## src/rtl/div_unit.sv

```systemverilog
// Sequential 32-bit radix-2 restoring divider (DIV/DIVU), one quotient bit per cycle.
// Build option: DIV_EARLY_ZERO_EN makes a zero divisor bypass the iteration loop.
module div_unit (
    input  logic        clk,
    input  logic        rst,
    input  logic        start,
    input  logic        signed_div,
    input  logic [31:0] a,
    input  logic [31:0] b,
    input  logic        cancel,
    output logic        busy,
    output logic        ready,
    output logic [63:0] result
);

    // state | meaning
    // IDLE  | waiting for start; operands are latched on acceptance
    // CALC  | count 0..31 retires one quotient bit per cycle, count 32 applies signs
    // DONE  | ready pulses with the new result, then back to IDLE
    typedef enum logic [1:0] {IDLE, CALC, DONE} state_t;

    state_t      state_q, state_d;
    logic [5:0]  cnt_q, cnt_d;
    logic [31:0] rem_q, rem_d;
    logic [31:0] quo_q, quo_d;
    logic [31:0] dvs_q, dvs_d;
    logic        q_neg_q, q_neg_d;
    logic        r_neg_q, r_neg_d;
    logic        b_zero_q, b_zero_d;
    logic        busy_q, busy_d;
    logic        ready_q, ready_d;
    logic [63:0] result_q, result_d;

    logic [31:0] a_abs, b_abs;
    logic [32:0] r_shift;
    logic        r_ge;
    logic [31:0] quo_fix, rem_fix;

    always_comb begin
        state_d  = state_q;
        cnt_d    = cnt_q;
        rem_d    = rem_q;
        quo_d    = quo_q;
        dvs_d    = dvs_q;
        q_neg_d  = q_neg_q;
        r_neg_d  = r_neg_q;
        b_zero_d = b_zero_q;
        ready_d  = 1'b0;
        result_d = result_q;

        a_abs   = (signed_div && a[31]) ? (32'h0 - a) : a;
        b_abs   = (signed_div && b[31]) ? (32'h0 - b) : b;
        r_shift = {rem_q, quo_q[31]};
        r_ge    = (r_shift >= {1'b0, dvs_q});
        quo_fix = q_neg_q ? (32'h0 - quo_q) : quo_q;
        rem_fix = r_neg_q ? (32'h0 - rem_q) : rem_q;

        case (state_q)
            IDLE: begin
                if (start && !cancel) begin
                    state_d  = CALC;
                    cnt_d    = 6'd0;
                    rem_d    = 32'h0;
                    quo_d    = a_abs;
                    dvs_d    = b_abs;
                    q_neg_d  = signed_div & (a[31] ^ b[31]);
                    r_neg_d  = signed_div & a[31];
                    b_zero_d = (b == 32'h0);
`ifdef DIV_EARLY_ZERO_EN
                    // Jump straight to the finalize count; the remainder is |a| as if iterated.
                    if (b == 32'h0) begin
                        cnt_d = 6'd32;
                        rem_d = a_abs;
                    end
`endif
                end
            end
            CALC: begin
                if (cancel) begin
                    state_d = IDLE;
                end else if (cnt_q[5]) begin
                    // A zero divisor leaves rem = |a|, so only the quotient needs overriding.
                    state_d  = DONE;
                    ready_d  = 1'b1;
                    result_d = {rem_fix, b_zero_q ? 32'hFFFF_FFFF : quo_fix};
                end else begin
                    rem_d = r_ge ? (r_shift[31:0] - dvs_q) : r_shift[31:0];
                    quo_d = {quo_q[30:0], r_ge};
                    cnt_d = cnt_q + 6'd1;
                end
            end
            DONE: begin
                state_d = IDLE;
            end
            default: begin
                state_d = IDLE;
            end
        endcase

        busy_d = (state_d != IDLE);
    end

    always_ff @(posedge clk or posedge rst) begin
        if (rst) begin
            state_q  <= IDLE;
            cnt_q    <= 6'd0;
            rem_q    <= 32'h0;
            quo_q    <= 32'h0;
            dvs_q    <= 32'h0;
            q_neg_q  <= 1'b0;
            r_neg_q  <= 1'b0;
            b_zero_q <= 1'b0;
            busy_q   <= 1'b0;
            ready_q  <= 1'b0;
            result_q <= 64'h0;
        end else begin
            state_q  <= state_d;
            cnt_q    <= cnt_d;
            rem_q    <= rem_d;
            quo_q    <= quo_d;
            dvs_q    <= dvs_d;
            q_neg_q  <= q_neg_d;
            r_neg_q  <= r_neg_d;
            b_zero_q <= b_zero_d;
            busy_q   <= busy_d;
            ready_q  <= ready_d;
            result_q <= result_d;
        end
    end

    assign busy   = busy_q;
    assign ready  = ready_q;
    assign result = result_q;

endmodule

```

## config.mk

```make
export PLATFORM = sky130hd
export DESIGN_NAME = div_unit
export DESIGN_NICKNAME = d
export VERILOG_FILES = /design/src/rtl/div_unit.sv
export SDC_FILE = /design/constraint.sdc
export NUM_CORES = 1
export LEC_CHECK = 0
export ABC_AREA = 1
export BUFFER_PORTS_ARGS = -buffer_cell sky130_fd_sc_hd__buf_2
export CORE_MARGIN = 10
export CORE_UTILIZATION = 30
export DETAILED_ROUTE_END_ITERATION = 10
export PLACE_DENSITY = 0.53
export RECOVER_POWER = 25
export SLEW_MARGIN = 20
export SYNTH_ARGS = -nofsm -noshare
export SYNTH_HDL_FRONTEND = slang
export SYNTH_SLANG_ARGS = --single-unit
export TNS_END_PERCENT = 100
```

## constraint.sdc

```tcl
create_clock -name clk -period 5.1 [get_ports clk]
set_input_delay 0.765 -clock clk [delete_from_list [all_inputs] [get_ports clk]]
set_output_delay 0.765 -clock clk [all_outputs]
set_load 0.02 [all_outputs]
```

### After elaboration in Yosys (flattened, before gate mapping)

Cells that the tools add are included.

* bits in read-only memories: 0
* flip-flop bits (word level): 173
* latch bits: 0
* output and inout bits: 66
* logic and storage cells: 64
* bits of input ports: 69
* memories kept: 0
* bits in writable memories: 0

* reduce and logical (&&, ||, !) cells: 12
* div/mod/pow operators: 0
* bitwise logic cells: 4
* mux-type cells: 25
* multipliers: 0
* equality and inequality tests: 4
* add/subtract/negate cells: 6
* order comparisons: 1
* shifts and indexed selects: 0

Operators by type and width (number)
* 32-bit two-way mux: 12
* 32-bit one-hot mux with 2 select lines: 2
* 1-bit by 32-bit subtractor with 32-bit output, first input constant: 4
* 33-bit by 32-bit greater-or-equal comparator with 1-bit output: 1
* 32-bit zero test: 1
* 32-bit subtractor: 1
* 6-bit two-way mux: 3
* 6-bit one-hot mux with 2 select lines: 1
* 6-bit by 1-bit adder with 6-bit output, second input constant: 1
* 2-bit two-way mux: 3
* 2-bit inequality test, second input constant: 3
* 3-bit AND reduction: 2
* 2-bit one-hot mux with 2 select lines: 1
* 4-bit AND reduction: 1
* 2-bit nonzero test: 2
* 1-bit logical AND: 3
* 1-bit two-way mux: 3
* 1-bit bitwise AND: 2
* 2-bit by 1-bit equality test with 1-bit output, second input constant: 1
* 2-bit zero test: 1
* 2-bit AND reduction: 1
* 1-bit zero test: 1
* 1-bit inverter: 1
* 1-bit bitwise XOR: 1

### Longest topological paths before layout

Gate-level depths: netlist of the first run.

* depth after elaboration: 5
* depth in mapped cells: 18
* mapped depth without buffers: 16

### Worst setup path before layout of the first run

Ideal clock, no wire load.

* path kind: input port to flip-flop
* from: input a[0]
* to: register quo_q[20]
* required time: 4.977 ns
* path slack: 3.051 ns
* setup time: 0.123 ns
* arrival: 1.926 ns
* stages on the path: 10
* cells stage by stage: inv_1 ha_1 nand3_1 nor2_2 nand3_1 nand2_1 nand2_1 xor2_1 o21ai_0 nand2_1

* word-level cells in the longest chain between the ends: 4

Ends and longest elaborated chain
* from (decl): line 8 `input logic [31:0] a,`
* 1-bit by 32-bit subtractor with 32-bit output: line 51 `a_abs = (signed_div && a[31]) ? (32'h0 - a) : a;`
* 32-bit two-way mux: line 51
* 32-bit two-way mux: line 60 `if (start && !cancel) begin`
* 32-bit one-hot mux with 2 select lines: line 58 `case (state_q)`
* to (signal assigned): line 120 `quo_q <= quo_d;`
* to (decl): line 25 `logic [31:0] quo_q, quo_d;`

Every way passes these cells. The select of a mux whose other input is x is not followed.
A chain may end at the register's enable or synchronous reset.

==> results.toml, run 1 <==
[run_status]
outcome = "complete, but fails checks"
violations = "capacitance limit, slew limit"

[critical_path]
crit_path_max_fanout = 84
crit_required_ns = 5.24
r2r-start = "rem_q[19]$_DFFE_PP0P_"
crit_path_start_kind = "input port"
crit_type = "input port to asynchronous set/reset pin"
cp-startpoint = "rst"
cp.arrival_ns = 3.35
cp-end-kind = "asynchronous set/reset pin"

[routing]
wl_per_cell_um = 16.9
via_count = 13300
routed_via_density = 4.80
ant_nets = 0
drt-total-wl_um = 46800
firstDrtPassIters = 5
drc = 0
dr.first_iter.drc_count = 1189

[yosys]
synth_fp_nets = 2180
seq_area_frac_synth_pct = 32.4
yosys_warnings = 0
synth_seq_cells = 173
async_reset_ff_share_pct = 100
syn-cell-area_um2 = 13400
avgSynthCellArea_um2 = 6.44
synth-edff-count = 0
synth-main-ff-cell = "dfrtp_1"
synth.distinct_cells = 53
netlist_instances = 2073

[global_routing]
grt_pass1_vias = 12600
grt_pass1_wl_um = 73800
grt.met2_usage_pct = 24.9
grt_max_degree = 85
grt.overflow.total = 0
top_usage_layer = "met1"
grt_use_met1_pct = 26.6
antenna_found_initial = 4
track_usage_pct = 17.5
grt_util_met3_pct = 3.08

[layout]
areaGrowthSynthToFinish_pct = 13.0
nNetsFinal = 2277
layout_commonest_cell = "nand2_1"
drive_gt1_share_pct = 11.3
layout_common_cells = "nand2_1, inv_1, nand3_1, nor2_1, dfrtp_1"
fillers = 4905
final_cells = 2776

[sta]
tightest_slew_ns = 2.16
final-setup-viol-count = 0
rsz0062_at_grt = "no"
max_freq_ghz = 0.311
fin_crit_ns = 3.21
relSlewSlack_pct = -43.8
finalHoldViolations = 0
clock-skew-final_ns = 0.0166
fin_setup_tns_ns = 0
holdWs_ns = 0.476
post-route-period-util_pct = 63.0
report.final.slew_viol_count = 152

[floorplan]
dieArea_um2 = 53400
die_h_um = 231
pin_count = 135
coreArea_um2 = 44100
initial_utilization_pct = 30.3
die_w_um = 231
core.rowCount = 77

[place]
gp_routability_congestion = 0.956
dp_hpwl_um = 37400
placedCellCount = 2743
io_buffers = 134

[min_path]
min_path_type = "register to register"
min_from = "result[58]$_DFFE_PP0P_"

[power]
power.density_cell_area_nw_per_um2 = 507
ir_drop_mv = 0.257
leakage_nw = 7.89
total_power_mw = 7.64

[clock_tree]
post_cts_resized = 0
tritoncts = "built"
cts_buffer_depth = 2
cts.sink_count = 173
cts_buffers = 17
htree_levels = 4
cts_setup_buffers = 0
clk_pin_slew_ns = 0.07
hold_buffers = 0
root_buffer = "clkbuf_16"
insertion_delay_ns = 0.47

[run]
cap_violations = 3
==> sequential cells by signal, indices dropped and copies added, names as in the netlist, 2 cells and up <==
signal and cells:
quo_q 32, cnt_q 6, state_q 2, dvs_q 32
result 64, rem_q 32
==> worst paths after layout <==
check | slack [ns] | end | cells past startpoint
min in group asynchronous | 0.55 | result[11]$_DFFE_PP0P_ | 2
worst max-delay path | 1.89 | dvs_q[14]$_DFFE_PP0P_ | 3
max in group clk | 2.19 | quo_q[0]$_DFFE_PP0P_ | 13
worst max register to register | 2.19 | quo_q[0]$_DFFE_PP0P_ | 13
worst min register to register | 0.48 | result[58]$_DFFE_PP0P_ | 2
worst min-delay path | 0.48 | result[58]$_DFFE_PP0P_ | 2
==> cell type report <==
class | instances | area [µm²] | share of cell area (%)
clock inverter | 13 | 161 | 1.07
timing repair buffer | 142 | 721 | 4.78
tap | 592 | 741 | 4.91
clock buffer | 19 | 443 | 2.94
inverter | 327 | 1230 | 8.14
sequential | 173 | 4330 | 28.7
antenna | 1 | 2.50 | 0.0166
multi-input combinational | 1509 | 7460 | 49.5
==> critical path: stages <==
cell,delay (ns)
buf_2,0.10
clkinvlp_2,0.71
clkbuf_2,1.61
==> stage by stage <==
stage,cell area (µm²),util (%),setup slack (ns)
floorplan,13400,-,2.12
detailed placement,14500,32.9,2.04
global route,15100,34.2,1.32
finish,15100,34.2,1.89
global placement,14500,32.9,2.11
CTS,15100,34.3,2.20
==> Yosys cell counts (8+ instances only) <==
cell | n | area (µm²)
dfrtp_1 | 173 | 4330
nand3_1 | 210 | 1050
nand3_2 | 13 | 130
nand2_2 | 13 | 81.3
nand4_1 | 26 | 163
inv_2 | 12 | 45.0
o211ai_1 | 10 | 75.1
nor3_1 | 24 | 120
buf_2 | 21 | 105
nor2_1 | 179 | 672
xnor2_1 | 16 | 140
a31oi_1 | 20 | 125
ha_1 | 37 | 463
nand2_1 | 619 | 2320
xor2_1 | 38 | 333
clkbuf_1 | 30 | 113
a21oi_1 | 78 | 390
o21ai_1 | 22 | 110
inv_1 | 313 | 1170
o21ai_0 | 119 | 596
nor2_2 | 14 | 87.6
o22ai_1 | 13 | 81.3
or2_2 | 8 | 50.1
==> kinds of logic after synthesis <==
group           after synthesis  synth area share [%]
simple gates               1135                  37.2
xor+xnor                     54                  3.54
fa+ha+maj                    38                  3.62
compound gates              282                  11.5
buf+inv                     391                  11.7
flops                       173                  32.4
==> power breakdown <==
part	total (mW)	switching (mW)	leakage (nW)	internal (mW)
clock	1.41	0.619	0.298	0.786
sequential	1.97	0.361	2.16	1.61
combinational	4.26	2.89	5.43	1.37
total	7.64	3.87	7.89	3.77
==> metal layers <==
layer / vias up / routed length [µm]
li1: 6798 / -
met3: 38 / 2590
met1: 6144 / 24200
met2: 352 / 19500
met5: - / 22
met4: 6 / 527
No activity file was read; power rests on OpenSTA's default activity.
==> inputs of run 2 (changes only) <==
Settings changed: ABC_AREA 1 to 0.
Clock period 5.1 ns to 2.8 ns, I/O delays scaled along.
==> results.toml, run 2 <==
[run_status]
outcome = "complete, but fails checks"
violations = "capacitance limit, slew limit, setup timing"

[yosys]
ys_top_cells_by_count = "nand2_1, o21ai_0, dfrtp_1"
synth-edff-count = 0
synth_top_cell_by_area = "dfrtp_1"
synth.distinct_cells = 61
seq_area_frac_synth_pct = 39.2
async_reset_ff_share_pct = 100
synth-main-ff-cell = "dfrtp_1"
netlist_instances = 1344
synth_fp_nets = 1451
syn-cell-area_um2 = 11100
yosysTopAreaCellShare_pct = 39.2
synth.area.top_cells = "dfrtp_1, o21ai_0, xor2_1, nand2_1, a21oi_1"
avgSynthCellArea_um2 = 8.22
synth_seq_cells = 173
synthMostInstantiatedCell = "nand2_1"
yosys_warnings = 0

[routing]
drc = 0
dr.first_iter.drc_count = 561
firstDrtPassIters = 5
ant_nets = 0
wl_per_cell_um = 16.5
via_count = 10400
routed_via_density = 4.94
drt-total-wl_um = 34600

[run]
cap_violations = 2

[power]
power.density_cell_area_nw_per_um2 = 508
total_power_mw = 7.40
ir_drop_mv = 0.377
p_int_mw = 4.93
power_frac_clock_pct = 32.1
leakage_nw = 6.72
combPwrFrac_pct = 27.9
pwr-share-seq_pct = 40.0
switching_share_pct = 33.4
p_sw_mw = 2.47

[place]
dp_slack_ns = -0.246
gp_routability_congestion = 0.913
dp_hpwl_um = 26800
placedCellCount = 2049
dpl_cell_area_um2 = 13400
io_buffers = 134

[clock_tree]
cts_buffers = 17
clk_pin_slew_ns = 0.07
cts_buffer_depth = 2
root_buffer = "clkbuf_16"
tritoncts = "built"
cts.sink_count = 173
insertion_delay_ns = 0.44
htree_levels = 4
hold_buffers = 0

[critical_path]
cp-end-kind = "register"
cp-startpoint = "rem_q[12]$_DFFE_PP0P_"
ff2ff_path_depth = 9
slowest_delay_ns = 0.56
crit_type = "register to register"
crit_path_max_fanout = 3
r2r_end = "result[62]$_DFFE_PP0P_"
critPathCapture = "result[62]$_DFFE_PP0P_"
crit_required_ns = 3.10
cp.depth = 9
critPathSlowestCell = "or4_4"
cp.arrival_ns = 3.21
path_common_cell = "or4_4"
crit_chain = "or4_4 -> nor4b_4 -> nand3_1 -> or4_4 -> or3_4 -> or2_4 -> o21ai_2 -> xor2_1 -> o21ai_1"
r2r-start = "rem_q[12]$_DFFE_PP0P_"
path_buf_inv = 0
critical-path-top-delay-family = "simple AND/OR/NAND/NOR gates"
crit_path_start_kind = "register"
ff2ff_setup_slack_ns = -0.11

[floorplan]
initial_utilization_pct = 30.3
pin_count = 135
dieArea_um2 = 44900
die_h_um = 212
die_w_um = 212
coreArea_um2 = 36400
core.rowCount = 70

[sta]
clock-skew-final_ns = 0.0104
post-route-period-util_pct = 104
report.final.slew_viol_count = 175
rsz0062_at_grt = "yes"
worst_slack_ns = -0.109
relSlewSlack_pct = -48.6
final-setup-viol-count = 9
fin_setup_tns_ns = -0.509
fin_crit_ns = 2.91
tightest_slew_ns = 2.23
max_freq_ghz = 0.344
finalHoldViolations = 0
holdWs_ns = 0.251

[global_routing]
grt_pass1_vias = 10100
grt.overflow.total = 0
grt_max_degree = 97
grt_pass1_wl_um = 55100
antenna_found_initial = 8
track_usage_pct = 15.2

[layout]
largest_register_ffs = 64
layout_common_cells = "nand2_1, buf_4, dfrtp_1, o21ai_0, buf_2"
final_area_um2 = 14600
final_core_util_pct = 40.0
layout_commonest_cell = "nand2_1"
final_cells = 2099
drive_gt1_share_pct = 27.2
nNetsFinal = 1724
areaGrowthSynthToFinish_pct = 31.8

[min_path]
min_path_type = "input port to register"
==> run 2: changes by cell type after synthesis, sizes merged, moves of 19 or more <==
cell    delta
xor2      +54
nand3    -208
nand2    -436
mux2i     +19
xnor2     +37
o31ai     +23
buf       -24
inv      -268
nor2      -95
o21ai     +57
clkbuf    +29
a21oi     +32
==> run 2: area by class of cell <==
| class | instances | area [µm²] |
|---|---|---|
| fillers | 3738 | 21900 |
| multi-input cells | 1045 | 6700 |
| flip-flops and latches | 173 | 4330 |
| repair buffers | 323 | 2160 |
| well taps | 468 | 586 |
| clock buffers | 21 | 470 |
| inverters | 57 | 215 |
| clock inverters | 11 | 108 |
| diodes | 1 | 2.50 |
==> run 2: what timing repair did <==
action	CTS	global route
buffers inserted	13	5
pin swaps	26	35
resized for setup	42	82
gates cloned	0	2
setup endpoints to repair	43	50
==> run 2: cells by family after synthesis <==
kind of cell | count (synthesis) | synth area share [%]
AND/OR/NAND/NOR | 425 | 17.2
XOR/XNOR | 145 | 11.5
adder cells (fa/ha/maj) | 38 | 4.37
multiplexers | 20 | 1.82
buffers and inverters | 126 | 4.30
AO/OA/AOI/OAI | 417 | 21.6
flip-flops | 173 | 39.2
==> run 2: worst min-delay path by stage <==
stage / end / start / cells after the start / slack [ns]
finish: b_zero_q$_DFFE_PP0P_ / b[31] / 2 / 0.25
global route: b_zero_q$_DFFE_PP0P_ / b[31] / 2 / 0.28
CTS: result[34]$_DFFE_PP0P_ / rst / 3 / 0.14
detailed placement: result[0]$_DFFE_PP0P_ / result[0]$_DFFE_PP0P_ / 2 / 0.45
global placement: result[2]$_DFFE_PP0P_ / result[2]$_DFFE_PP0P_ / 2 / 0.45
floorplan: cnt_q[4]$_DFFE_PP0P_ / cnt_q[4]$_DFFE_PP0P_ / 1 / 0.45
==> run 2: worst register-to-register path, delay by kind of cell (launching register included) <==
family	cells	cell delay (ns)
compound gates	2	0.21
xor+xnor	1	0.15
flops	1	0.38
simple gates	6	2.06
==> run 2: layer usage <==
layer / track usage [%] / share of wire, % / up-vias
li1: - / - / 5242
met1: 22.0 / 50 / 4932
met2: 22.8 / 44 / 150
met3: 3.09 / 4.4 / 34
met4: 3.12 / 1.0 / 12
met5: 0 / 0.16 / -
==> run 2: power by group through the flow <==
| stage | Combinational (mW) | Sequential [mW] | Clock (mW) |
|---|---|---|---|
| final | 2.07 | 2.96 | 2.37 |
| after global routing | 2.31 | 3.00 | 2.54 |
| after CTS | 2.02 | 2.95 | 2.44 |
| after detailed placement | 1.96 | 2.99 | 0 |
| after global placement | 1.95 | 2.98 | 0 |
| after floorplan | 1.16 | 2.99 | 0 |
==> inputs of run 3 (changes only) <==
Settings changed: SKIP_LAST_GASP set to 1.
==> results.toml, run 3 (synthesis results as in run 2) <==
[routing]
ant_nets = 0
via_count = 10400
routed_via_density = 4.93
dr.first_iter.drc_count = 536
drc = 0
wl_per_cell_um = 16.5
drt-total-wl_um = 34500
firstDrtPassIters = 5

[floorplan]
pin_count = 135
coreArea_um2 = 36400
initial_utilization_pct = 30.3
core.rowCount = 70
dieArea_um2 = 44900
die_h_um = 212
die_w_um = 212

[sta]
worst_slack_ns = -0.107
final-setup-viol-count = 9
finalHoldViolations = 0
fin_crit_ns = 2.91
post-route-period-util_pct = 104
tightest_slew_ns = 2.23
holdWs_ns = 0.253
max_freq_ghz = 0.344
relSlewSlack_pct = -48.9
rsz0062_at_grt = "yes"
clock-skew-final_ns = 0.0104
report.final.slew_viol_count = 175

[run_status]
violations = "capacitance limit, slew limit, setup timing"
outcome = "complete, but fails checks"

[global_routing]
track_usage_pct = 15.2
grt_pass1_vias = 10100
antenna_found_initial = 8
grt.overflow.total = 0
grt_max_degree = 97
grt_pass1_wl_um = 55100

[layout]
areaGrowthSynthToFinish_pct = 31.8
largest_register_ffs = 64
nNetsFinal = 1724
final_core_util_pct = 40.0
layout_commonest_cell = "nand2_1"
final_cells = 2099
layout_common_cells = "nand2_1, buf_4, dfrtp_1, o21ai_0, buf_2"
drive_gt1_share_pct = 27.2

[power]
combPwrFrac_pct = 27.9
power_frac_clock_pct = 32.1
ir_drop_mv = 0.377
total_power_mw = 7.39
pwr-share-seq_pct = 40.0
p_sw_mw = 2.46
power.density_cell_area_nw_per_um2 = 507
switching_share_pct = 33.3
leakage_nw = 6.72
p_int_mw = 4.93

[critical_path]
cp.arrival_ns = 3.21
crit_required_ns = 3.10
r2r-start = "rem_q[12]$_DFFE_PP0P_"
crit_type = "register to register"
cp-end-kind = "register"
cp-startpoint = "rem_q[12]$_DFFE_PP0P_"
crit_path_max_fanout = 3
crit_path_start_kind = "register"

[place]
gp_routability_congestion = 0.913
placedCellCount = 2049
dp_hpwl_um = 26800
io_buffers = 134
dp_slack_ns = -0.246

[min_path]
min_path_type = "input port to register"
min_from = "b[31]"

[clock_tree]
htree_levels = 4
insertion_delay_ns = 0.43
cts_buffer_depth = 2
root_buffer = "clkbuf_16"
tritoncts = "built"
cts_buffers = 17
clk_pin_slew_ns = 0.07
cts.sink_count = 173

[run]
cap_violations = 2
==> run 3: worst paths after layout <==
path | end | slack (ns) | cells after the start
max in group asynchronous | rem_q[13]$_DFFE_PP0P_ | 0.50 | 3
min in group asynchronous | result[34]$_DFFE_PP0P_ | 0.67 | 3
min reg2reg | result[0]$_DFFE_PP0P_ | 0.46 | 2
max | result[62]$_DFFE_PP0P_ | -0.11 | 9
min | b_zero_q$_DFFE_PP0P_ | 0.25 | 2
max reg2reg | result[62]$_DFFE_PP0P_ | -0.11 | 9
==> run 3: timing repair <==
action,4_1_cts,5_1_grt
gates resized for setup,40,80
hold buffers,0,0
buffers inserted,13,5
endpoints found under the setup margin,43,50
pin swaps,26,35
gates cloned,0,2
==> run 3: through the flow <==
step / instance area (µm²) / setup TNS (ns)
2_1_floorplan: 11100 / -0.227
3_3_place_gp: 13400 / -2.84
3_5_place_dp: 13400 / -4.74
4_1_cts: 14200 / -0.701
5_1_grt: 14600 / -3.15
6_report: 14600 / -0.466
==> run 3: power groups by stage <==
stage	Combinational, mW	Clock [mW]	Sequential [mW]
2_1_floorplan	1.16	0	2.99
3_3_place_gp	1.95	0	2.98
3_5_place_dp	1.96	0	2.99
4_1_cts	2.01	2.44	2.95
5_1_grt	2.31	2.54	3.00
6_report	2.07	2.37	2.96
==> run 3: cell type report <==
| type | count | area, µm² |
|---|---|---|
| Multi-Input combinational cell | 1045 | 6700 |
| Antenna cell | 1 | 2.50 |
| Clock inverter | 11 | 108 |
| Tap cell | 468 | 586 |
| Fill cell | 3738 | 21900 |
| Timing Repair Buffer | 323 | 2150 |
| Clock buffer | 21 | 470 |
| Sequential cell | 173 | 4330 |
| Inverter | 57 | 215 |
==> run 3: worst max-delay path, stage by stage (launching register included) <==
cell and delay, ns:
dfrtp_1 0.38, or4_4 0.56, nor4b_4 0.24, nand3_1 0.15
or4_4 0.44, or3_4 0.39, or2_4 0.27, o21ai_2 0.14
xor2_1 0.15, o21ai_1 0.07
==> run 3: metal layers <==
layer / routed length [µm] / share of wire, % / up-vias / global-route usage (%)
li1: - / - / 5236 / -
met1: 17300 / 50 / 4913 / 22.0
met2: 15200 / 44 / 162 / 22.8
met3: 1600 / 4.6 / 34 / 3.09
met4: 358 / 1.0 / 12 / 3.12
met5: 57 / 0.17 / - / 0
